===== src/rtl/riscv_id_imm_unit_if.sv =====
// riscv_id_imm_unit_if: input (decode request) and output (immediate) valid/ready channels of the immediate unit.
// master = surrounding pipeline, slave = the immediate unit.
interface riscv_id_imm_unit_if #(
  parameter int DATA_WIDTH  = 64,
  parameter int INSTR_WIDTH = 32,
  parameter int TAG_WIDTH   = 4
);
  logic                   i_valid;
  logic                   o_ready;
  logic [2:0]             i_imm;
  logic [INSTR_WIDTH-1:0] i_instr;
  logic [TAG_WIDTH-1:0]   i_tag;
  logic                   o_valid;
  logic                   i_ready;
  logic [DATA_WIDTH-1:0]  o_imm_data;
  logic                   o_imm_err;
  logic [TAG_WIDTH-1:0]   o_tag;

  modport master (
    output i_valid, i_imm, i_instr, i_tag, i_ready,
    input  o_ready, o_valid, o_imm_data, o_imm_err, o_tag
  );

  modport slave (
    input  i_valid, i_imm, i_instr, i_tag, i_ready,
    output o_ready, o_valid, o_imm_data, o_imm_err, o_tag
  );
endinterface


===== src/rtl/riscv_id_imm_unit.sv =====
// riscv_id_imm_unit: ID-stage immediate generator, 1-cycle latency, 2-entry skid buffer for full throughput.
// Optional feature macro RISCV_IMM_ZIMM_EN enables the CSR zimm select (IMM_Z_TYPE).
//
// state | meaning
// EMPTY | nothing held, o_valid=0, o_ready=1
// ONE   | main register M holds the output beat, o_ready=1
// TWO   | M holds the output beat, skid register S holds the next, o_ready=0
module riscv_id_imm_unit #(
  parameter int DATA_WIDTH  = 64,
  parameter int INSTR_WIDTH = 32,
  parameter int TAG_WIDTH   = 4
) (
  input  logic                  i_clk,
  input  logic                  i_rst_n,
  riscv_id_imm_unit_if.slave    bus
);

  localparam logic [2:0] IMM_I_TYPE = 3'd0;
  localparam logic [2:0] IMM_S_TYPE = 3'd1;
  localparam logic [2:0] IMM_B_TYPE = 3'd2;
  localparam logic [2:0] IMM_U_TYPE = 3'd3;
  localparam logic [2:0] IMM_J_TYPE = 3'd4;
  localparam logic [2:0] IMM_Z_TYPE = 3'd5;

  typedef enum logic [1:0] {ST_EMPTY, ST_ONE, ST_TWO} state_t;

  state_t                 state, state_nxt;
  logic [INSTR_WIDTH-1:0] instr;
  logic                   sb;
  logic [DATA_WIDTH-1:0]  imm_u;
  logic [DATA_WIDTH-1:0]  dec_data;
  logic                   dec_err;
  logic                   unused_instr;

  logic                   rdy_en;
  logic                   out_valid, st_ready;
  logic                   in_fire, out_fire;
  logic                   load_m_in, load_m_skid, load_s;

  logic [DATA_WIDTH-1:0]  m_data, s_data;
  logic                   m_err, s_err;
  logic [TAG_WIDTH-1:0]   m_tag, s_tag;

  assign instr        = bus.i_instr;
  assign sb           = instr[31];
  assign unused_instr = ^instr[6:0];

  // U-type already fills 32 bits, so the sign fill only exists on wider datapaths.
  if (DATA_WIDTH > 32) begin : g_u_wide
    assign imm_u = {{(DATA_WIDTH-32){sb}}, instr[31:12], 12'h000};
  end else begin : g_u_narrow
    assign imm_u = {instr[31:12], 12'h000};
  end

  always_comb begin
    dec_data = '0;
    dec_err  = 1'b0;
    case (bus.i_imm)
      IMM_I_TYPE: dec_data = {{(DATA_WIDTH-12){sb}}, instr[31:20]};
      IMM_S_TYPE: dec_data = {{(DATA_WIDTH-12){sb}}, instr[31:25], instr[11:7]};
      IMM_B_TYPE: dec_data = {{(DATA_WIDTH-13){sb}}, instr[31], instr[7], instr[30:25],
                              instr[11:8], 1'b0};
      IMM_U_TYPE: dec_data = imm_u;
      IMM_J_TYPE: dec_data = {{(DATA_WIDTH-21){sb}}, instr[31], instr[19:12], instr[20],
                              instr[30:21], 1'b0};
`ifdef RISCV_IMM_ZIMM_EN
      IMM_Z_TYPE: dec_data = {{(DATA_WIDTH-5){1'b0}}, instr[19:15]};
`else
      IMM_Z_TYPE: dec_err  = 1'b1;
`endif
      default:    dec_err  = 1'b1;
    endcase
  end

  assign in_fire  = bus.i_valid & bus.o_ready;
  assign out_fire = out_valid & bus.i_ready;

  // Holds o_ready low until the first clock edge after reset release.
  always_ff @(posedge i_clk or negedge i_rst_n) begin
    if (!i_rst_n) rdy_en <= 1'b0;
    else          rdy_en <= 1'b1;
  end

  always_ff @(posedge i_clk or negedge i_rst_n) begin
    if (!i_rst_n) state <= ST_EMPTY;
    else          state <= state_nxt;
  end

  always_comb begin
    state_nxt = state;
    case (state)
      ST_EMPTY: if (in_fire) state_nxt = ST_ONE;
      ST_ONE: begin
        if (in_fire && !out_fire)      state_nxt = ST_TWO;
        else if (!in_fire && out_fire) state_nxt = ST_EMPTY;
      end
      ST_TWO:   if (out_fire) state_nxt = ST_ONE;
      default:  state_nxt = ST_EMPTY;
    endcase
  end

  always_comb begin
    out_valid   = 1'b0;
    st_ready    = 1'b0;
    load_m_in   = 1'b0;
    load_m_skid = 1'b0;
    load_s      = 1'b0;
    case (state)
      ST_EMPTY: begin
        st_ready  = 1'b1;
        load_m_in = in_fire;
      end
      ST_ONE: begin
        out_valid = 1'b1;
        st_ready  = 1'b1;
        load_m_in = in_fire & out_fire;
        load_s    = in_fire & ~out_fire;
      end
      ST_TWO: begin
        out_valid   = 1'b1;
        load_m_skid = out_fire;
      end
      default: ;
    endcase
  end

  always_ff @(posedge i_clk or negedge i_rst_n) begin
    if (!i_rst_n) begin
      m_data <= '0;
      m_err  <= 1'b0;
      m_tag  <= '0;
      s_data <= '0;
      s_err  <= 1'b0;
      s_tag  <= '0;
    end else begin
      if (load_m_in) begin
        m_data <= dec_data;
        m_err  <= dec_err;
        m_tag  <= bus.i_tag;
      end else if (load_m_skid) begin
        m_data <= s_data;
        m_err  <= s_err;
        m_tag  <= s_tag;
      end
      if (load_s) begin
        s_data <= dec_data;
        s_err  <= dec_err;
        s_tag  <= bus.i_tag;
      end
    end
  end

  assign bus.o_valid    = out_valid;
  assign bus.o_ready    = st_ready & rdy_en;
  assign bus.o_imm_data = m_data;
  assign bus.o_imm_err  = m_err;
  assign bus.o_tag      = m_tag;

endmodule

===== src/flat_wrapper.sv =====
// flat-port wrapper written by rule: the top's interface ports become plain ports
module riscv_id_imm_unit_flat 
#(
  parameter int DATA_WIDTH  = 64,
  parameter int INSTR_WIDTH = 32,
  parameter int TAG_WIDTH   = 4
)
  (i_clk, i_rst_n, bus_i_valid, bus_i_imm, bus_i_instr, bus_i_tag, bus_i_ready, bus_o_ready, bus_o_valid, bus_o_imm_data, bus_o_imm_err, bus_o_tag);
  riscv_id_imm_unit_if #(.DATA_WIDTH(DATA_WIDTH), .INSTR_WIDTH(INSTR_WIDTH), .TAG_WIDTH(TAG_WIDTH)) bus_i ();
  input  logic i_clk;
  input  logic i_rst_n;
  input wire logic [$bits(bus_i.i_valid)-1:0] bus_i_valid;
  input wire logic [$bits(bus_i.i_imm)-1:0] bus_i_imm;
  input wire logic [$bits(bus_i.i_instr)-1:0] bus_i_instr;
  input wire logic [$bits(bus_i.i_tag)-1:0] bus_i_tag;
  input wire logic [$bits(bus_i.i_ready)-1:0] bus_i_ready;
  output wire logic [$bits(bus_i.o_ready)-1:0] bus_o_ready;
  output wire logic [$bits(bus_i.o_valid)-1:0] bus_o_valid;
  output wire logic [$bits(bus_i.o_imm_data)-1:0] bus_o_imm_data;
  output wire logic [$bits(bus_i.o_imm_err)-1:0] bus_o_imm_err;
  output wire logic [$bits(bus_i.o_tag)-1:0] bus_o_tag;
  assign bus_i.i_valid = bus_i_valid;
  assign bus_i.i_imm = bus_i_imm;
  assign bus_i.i_instr = bus_i_instr;
  assign bus_i.i_tag = bus_i_tag;
  assign bus_i.i_ready = bus_i_ready;
  assign bus_o_ready = bus_i.o_ready;
  assign bus_o_valid = bus_i.o_valid;
  assign bus_o_imm_data = bus_i.o_imm_data;
  assign bus_o_imm_err = bus_i.o_imm_err;
  assign bus_o_tag = bus_i.o_tag;
  riscv_id_imm_unit #(.DATA_WIDTH(DATA_WIDTH), .INSTR_WIDTH(INSTR_WIDTH), .TAG_WIDTH(TAG_WIDTH)) u_core (.i_clk(i_clk), .i_rst_n(i_rst_n), .bus(bus_i));
endmodule

===== config.mk =====
export PLATFORM = sky130hd
export DESIGN_NAME = riscv_id_imm_unit_flat
export DESIGN_NICKNAME = d
export VERILOG_FILES = /design/src/rtl/riscv_id_imm_unit_if.sv /design/src/rtl/riscv_id_imm_unit.sv /design/src/flat_wrapper.sv
export SDC_FILE = /design/constraint.sdc
export NUM_CORES = 1
export LEC_CHECK = 0
export BUFFER_PORTS_ARGS = -buffer_cell sky130_fd_sc_hd__buf_2
export CAP_MARGIN = 20
export CORE_MARGIN = 5
export CORE_UTILIZATION = 57
export DETAILED_ROUTE_END_ITERATION = 16
export PLACE_DENSITY = 0.91
export SYNTH_ARGS = -nofsm -noshare
export SYNTH_HDL_FRONTEND = slang
export SYNTH_SLANG_ARGS = --single-unit

===== constraint.sdc =====
create_clock -name i_clk -period 3.25 [get_ports i_clk]
set_input_delay 0.325 -clock i_clk [delete_from_list [all_inputs] [get_ports i_clk]]
set_output_delay 0.325 -clock i_clk [all_outputs]
set_load 0.02 [all_outputs]

Yosys cells after proc, flatten, opt, wreduce, memory -nomap -nowiden
Cells that the tools add are included.
{"block": "totals", "register_bits": 141, "latchBits": 0, "ramBits": 0, "romBits": 0, "output_inout_bits": 71, "memories": 0}
{"block": "classes", "n_addsub": 0, "mul": 0, "div": 0, "n_lt_le_gt_ge": 0, "eq_ne": 9, "n_shift": 0, "muxes": 18, "bitwise_logic": 6, "n_reduce_logical": 11}
{"cell": "$pmux W64 S5", "n": 1}
{"cell": "$mux W64", "n": 2}
{"cell": "$mux W2", "n": 4}
{"cell": "$mux W4", "n": 2}
{"cell": "$mux W1", "n": 7}
{"cell": "$eq A3 B2 Y1 const B", "n": 2}
{"cell": "$pmux W2 S3", "n": 1}
{"cell": "$and A1 B1 Y1", "n": 5}
{"cell": "$reduce_or A5 Y1", "n": 1}
{"cell": "$ne A2 B1 Y1 const B", "n": 2}
{"cell": "$reduce_or A2 Y1", "n": 2}
{"cell": "$eq A3 B1 Y1 const B", "n": 1}
{"cell": "$eq A3 B3 Y1 const B", "n": 1}
{"cell": "$logic_not A3 Y1", "n": 1}
{"cell": "$ne A3 B1 Y1 const B", "n": 1}
{"cell": "$reduce_and A3 Y1", "n": 1}
{"cell": "$eq A2 B1 Y1 const B", "n": 1}
{"cell": "$eq A2 B2 Y1 const B", "n": 1}
{"cell": "$logic_and A1 B1 Y1", "n": 2}
{"cell": "$logic_not A1 Y1", "n": 2}
{"cell": "$logic_not A2 Y1", "n": 1}
{"cell": "$pmux W1 S2", "n": 1}
{"cell": "$reduce_bool A2 Y1", "n": 1}
{"cell": "$not A1 Y1", "n": 1}

Longest topological paths before layout
{"block": "depth", "ltp_word": 10, "depth_mapped": 10, "mapped_depth_nobuf": 8}

Worst setup path after synthesis
Ideal clock, no wire load.
{"block": "synth_timing", "kind": "register to register", "start": "register u_core.state[0]", "end": "register u_core.state[1]", "arrival_ns": 2.102, "t_required_ns": 3.123, "path_slack_ns": 1.021, "path_stages_with_launch": 8, "synth_period_minus_slack_ns": 2.229, "path_cell_list": "dfrtp_1 > inv_1 > ha_1 > o21a_1 > and2_1 > ha_1 > a222oi_1 > mux2_1"}
{"block": "synth_between", "elab_chain_cells": 9, "word_cells_on_any_way": 20, "cone_classes": "5 x eq/ne; 4 x mux; 3 x bitwise; 8 x reduce/logical"}
{"element": "from (decl)", "line": "riscv_id_imm_unit.sv:27", "rtl": "state_t state, state_nxt;"}
{"element": "from (signal assigned)", "line": "riscv_id_imm_unit.sv:86", "rtl": "else state <= state_nxt;"}
{"element": "$eq A2 B1 Y1 / $logic_not A2 Y1 (equally long branches)", "line": "riscv_id_imm_unit.sv:108", "rtl": "case (state)"}
{"element": "$reduce_or A2 Y1 (no line) (*)"}
{"element": "$mux W1 (*)", "line": "riscv_id_imm_unit.sv:108"}
{"element": "$and A1 B1 Y1 (*)", "line": "riscv_id_imm_unit.sv:154", "rtl": "assign bus.o_ready = st_ready & rdy_en;"}
{"element": "net bus_o_ready", "line": "flat_wrapper.sv:17", "rtl": "output wire logic [$bits(bus_i.o_ready)-1:0] bus_o_ready;"}
{"element": "$and A1 B1 Y1 (*)", "line": "riscv_id_imm_unit.sv:75", "rtl": "assign in_fire = bus.i_valid & bus.o_ready;"}
{"element": "$logic_not A1 Y1", "line": "riscv_id_imm_unit.sv:95", "rtl": "else if (!in_fire && out_fire) state_nxt = ST_EMPTY;"}
{"element": "$logic_and A1 B1 Y1", "line": "riscv_id_imm_unit.sv:95"}
{"element": "$ne A3 B1 Y1 (no line)"}
{"element": "$reduce_and A3 Y1 (no line)"}
Mark *: on every way through the listed nets, which the timed path passes. The rest lies on a longest branch.
A chain may end at the register's enable or synchronous reset.

Worst setup path in the final report
{"block": "layout_timing", "start": "register u_core.state[0]", "end": "register u_core.m_data[12], in the netlist u_core.bus.o_imm_data[12]"}
{"block": "layout_between", "elab_chain_cells": 8, "word_cells_on_any_way": 15, "cone_classes": "2 x eq/ne; 5 x mux; 4 x bitwise; 4 x reduce/logical"}
{"element": "$eq A2 B1 Y1 / $logic_not A2 Y1 (equally long branches)", "line": "riscv_id_imm_unit.sv:108"}
{"element": "$reduce_or A2 Y1 (no line)"}
{"element": "$mux W1", "line": "riscv_id_imm_unit.sv:108"}
{"element": "$and A1 B1 Y1", "line": "riscv_id_imm_unit.sv:154"}
{"element": "$and A1 B1 Y1", "line": "riscv_id_imm_unit.sv:75"}
{"element": "$and A1 B1 Y1", "line": "riscv_id_imm_unit.sv:116", "rtl": "load_m_in = in_fire & out_fire;"}
{"element": "$pmux W1 S2", "line": "riscv_id_imm_unit.sv:108"}
{"element": "$mux W64 / $reduce_bool A2 Y1 (equally long branches)"}
{"element": "to (signal assigned)", "line": "riscv_id_imm_unit.sv:137", "rtl": "m_data <= dec_data;"}
{"element": "to (signal assigned)", "line": "riscv_id_imm_unit.sv:141", "rtl": "m_data <= s_data;"}
{"element": "to (decl)", "line": "riscv_id_imm_unit.sv:40", "rtl": "logic [DATA_WIDTH-1:0] m_data, s_data;"}
Several ways; a longest one is shown, not always the timed one.

==> run metrics <==
DIE HEIGHT ~96 um; dpl hpwl roughly 6900 um; run status completed; via count of the first global-routing pass 3285; initial antenna violation count 0; Worst setup EP type flip-flop; synth-to-layout area growth 13.10%; final global-route overflow total 0; Routed WL 10400 um; leakage power between 2 and 2.5 nW; end of the worst register-to-register path u_core.bus.o_imm_data[12]; reg2reg path depth 9; Hold Fails Final Rpt 0; largest area contributor in the netlist dfrtp_1; critical path startpoint category flip-flop; type of the worst min-delay path input port to asynchronous set/reset pin; largest net degree at the start of global routing 78; TritonCTS buffer count 9; Ys Warns 0; final worst path period need around 2.7 ns; endpoints failing setup 0; RSZ-0062 raised after global routing no; number of max-cap violations 0; top post-synthesis cells by area dfrtp_1 (46%), mux2i_1 (8.5%), buf_4 (6.0%); Final period util 0.8188; first-pass GRT wire length 16590 um; htree depth 3; post-cts sizing count 0; ANT cells 0; peak supply drop between 400 and 500 uV; hold_buf cts 0; worst path required time 3.52 ns; clock slew at reported path FFs approximately 0.080 ns; worst setup path class flip-flop to flip-flop; worst-case clock buffer depth 2; Final Skew about 0.009 ns; PortBufs ~110; fraction of layout cells with a size suffix above 1 0.3042; worst-margin pin slew 0.9386 ns; Worst-Skew Late Latency approximately 0.35 ns; worst flop-to-flop path startpoint u_core.state[0]; CORE AREA a little over 7000 um2; register area share after synthesis 0.4566; Top Ports between 100 and 150; syn_area_per_cell 10.12 um2; CTS root buf clkbuf_8; Chip Width 96.05 um; layout net count 524; number of distinct library cells after synthesis 43; Mapped Cells approximately 420; Total Routing Usage GR 0.2333; Placer Congestion between 0.8 and 0.9; Commonest cells post-synth dfrtp_1 (77), nand2_1 (53), mux2i_1 (36); EDFF count, synth 0; Setup Buffers After CTS 0; # rows 31; top_reg_cell synth dfrtp_1; Sink Count slightly below 80; Power Dens Cells around 950 nW/um2; Synth async-reset ratio 1.000; Yosys reg bits 77; most numerous cell in the Yosys netlist dfrtp_1; reg2reg setup slack 0.59 ns; starting DRC count in detailed routing between 300 and 400; drc violations 0; CTS tree yes; slew margin rel. 0.3743; Worst setup startpoint u_core.state[0]; via count about 3500; final std cells w/o fill between 500 and 600; final core utilization 0.6616; Vias/cell approximately 6; post-synth top area share 0.4566; Die Area 9225 um2; post-route ant nets 0; Final TNS setup 0 ns; Pre-Repair DR Iteration Count 5; Placed Cells incl. Taps 563; Synth Cell Area around 4200 um2; fmax between 300 and 400 MHz; WP data arrival between 2 and 3 ns; Initial Utilization 0.5850; wire per inst roughly 18 um; syn_nets about 470; worst-path fanout max 41; Slew Limit Fails 0
flip-flops by register name, summed over array words and instances (netlist names):
| name | count |
|---|---|
| u_core.s_err | 1 |
| u_core.bus.o_tag | 4 |
| u_core.s_data | 32 |
| u_core.state | 2 |
| u_core.rdy_en | 1 |
| u_core.bus.o_imm_err | 1 |
| u_core.bus.o_imm_data | 32 |
| u_core.s_tag | 4 |
through the flow:
step	power (W)	cell area, um2	hold slack, ns	worst slack [ns]
after detailed placement	0.003575	4512	0.4626	0.6327
after floorplan	0.003119	4220	0.02941	1.021
after CTS	0.004525	4773	0.1375	0.6159
after global placement	0.003483	4512	0.4564	0.7982
final	0.004514	4773	0.1190	0.5888
after global routing	0.004781	4773	0.1765	0.3840
routing by layer:
layer	part of all wire	track usage
met1	0.40	0.3175
met2	0.48	0.3709
met3	0.10	0.04144
met4	0.021	0.09123
met5	0	0
area by class of cell:
type	instances	area, um2
fill	531	2441
clock inverter	6	133.9
tap	99	123.9
inverter	6	22.52
timing repair buffer	111	583.1
sequential	77	1927
multi-input combinational	270	1856
clock buffer	10	127.6
power by group:
part | switching, W | internal, W
Combinational | 0.00124 | 0.000704
Clock | 0.000354 | 0.000589
Sequential | 0.000253 | 0.00137
Total | 0.00185 | 0.00266
critical path, stage by stage (launching register included):
cell and delay, ns:
dfrtp_1 0.42, inv_1 0.11, ha_1 0.23, o21a_1 0.15
and2_1 0.16, ha_1 0.16, a32o_2 0.72, buf_4 0.38
a211oi_1 0.07, a31oi_1 0.18
cell families (layout without fill, tap and decap cells):
family,after synthesis,in the layout,synth area share
compound gates,116,116,0.1921
simple gates,109,109,0.1379
flops,77,77,0.4566
buf+inv,70,133,0.1041
mux,37,37,0.08805
fa+ha+maj,7,7,0.02046
other cells,1,1,0.0008886
cells in the final DEF (no fill, tap or decap), drive strengths merged, types with 2 or more instances in the layout:
cell / n
buf: 111
nor2b: 8
a21oi: 5
and2: 2
nand3: 2
inv: 7
nor3b: 3
a31oi: 30
nand2: 54
dfrtp: 77
nor2: 6
and3: 17
a2bb2oi: 12
ha: 6
nand3b: 4
nand2b: 6
o21ai: 39
and3b: 5
bufinv: 4
a22oi: 8
a211oi: 17
clkbuf: 10
mux2i: 36
how the worst max path moves through the flow:
stage,to
floorplan,u_core.state[1]
global placement,u_core.bus.o_imm_data[12]
detailed placement,u_core.bus.o_imm_data[12]
CTS,u_core.bus.o_imm_data[12]
global route,u_core.bus.o_imm_data[0]
finish,u_core.bus.o_imm_data[12]
No activity file was read; power rests on OpenSTA's default activity.
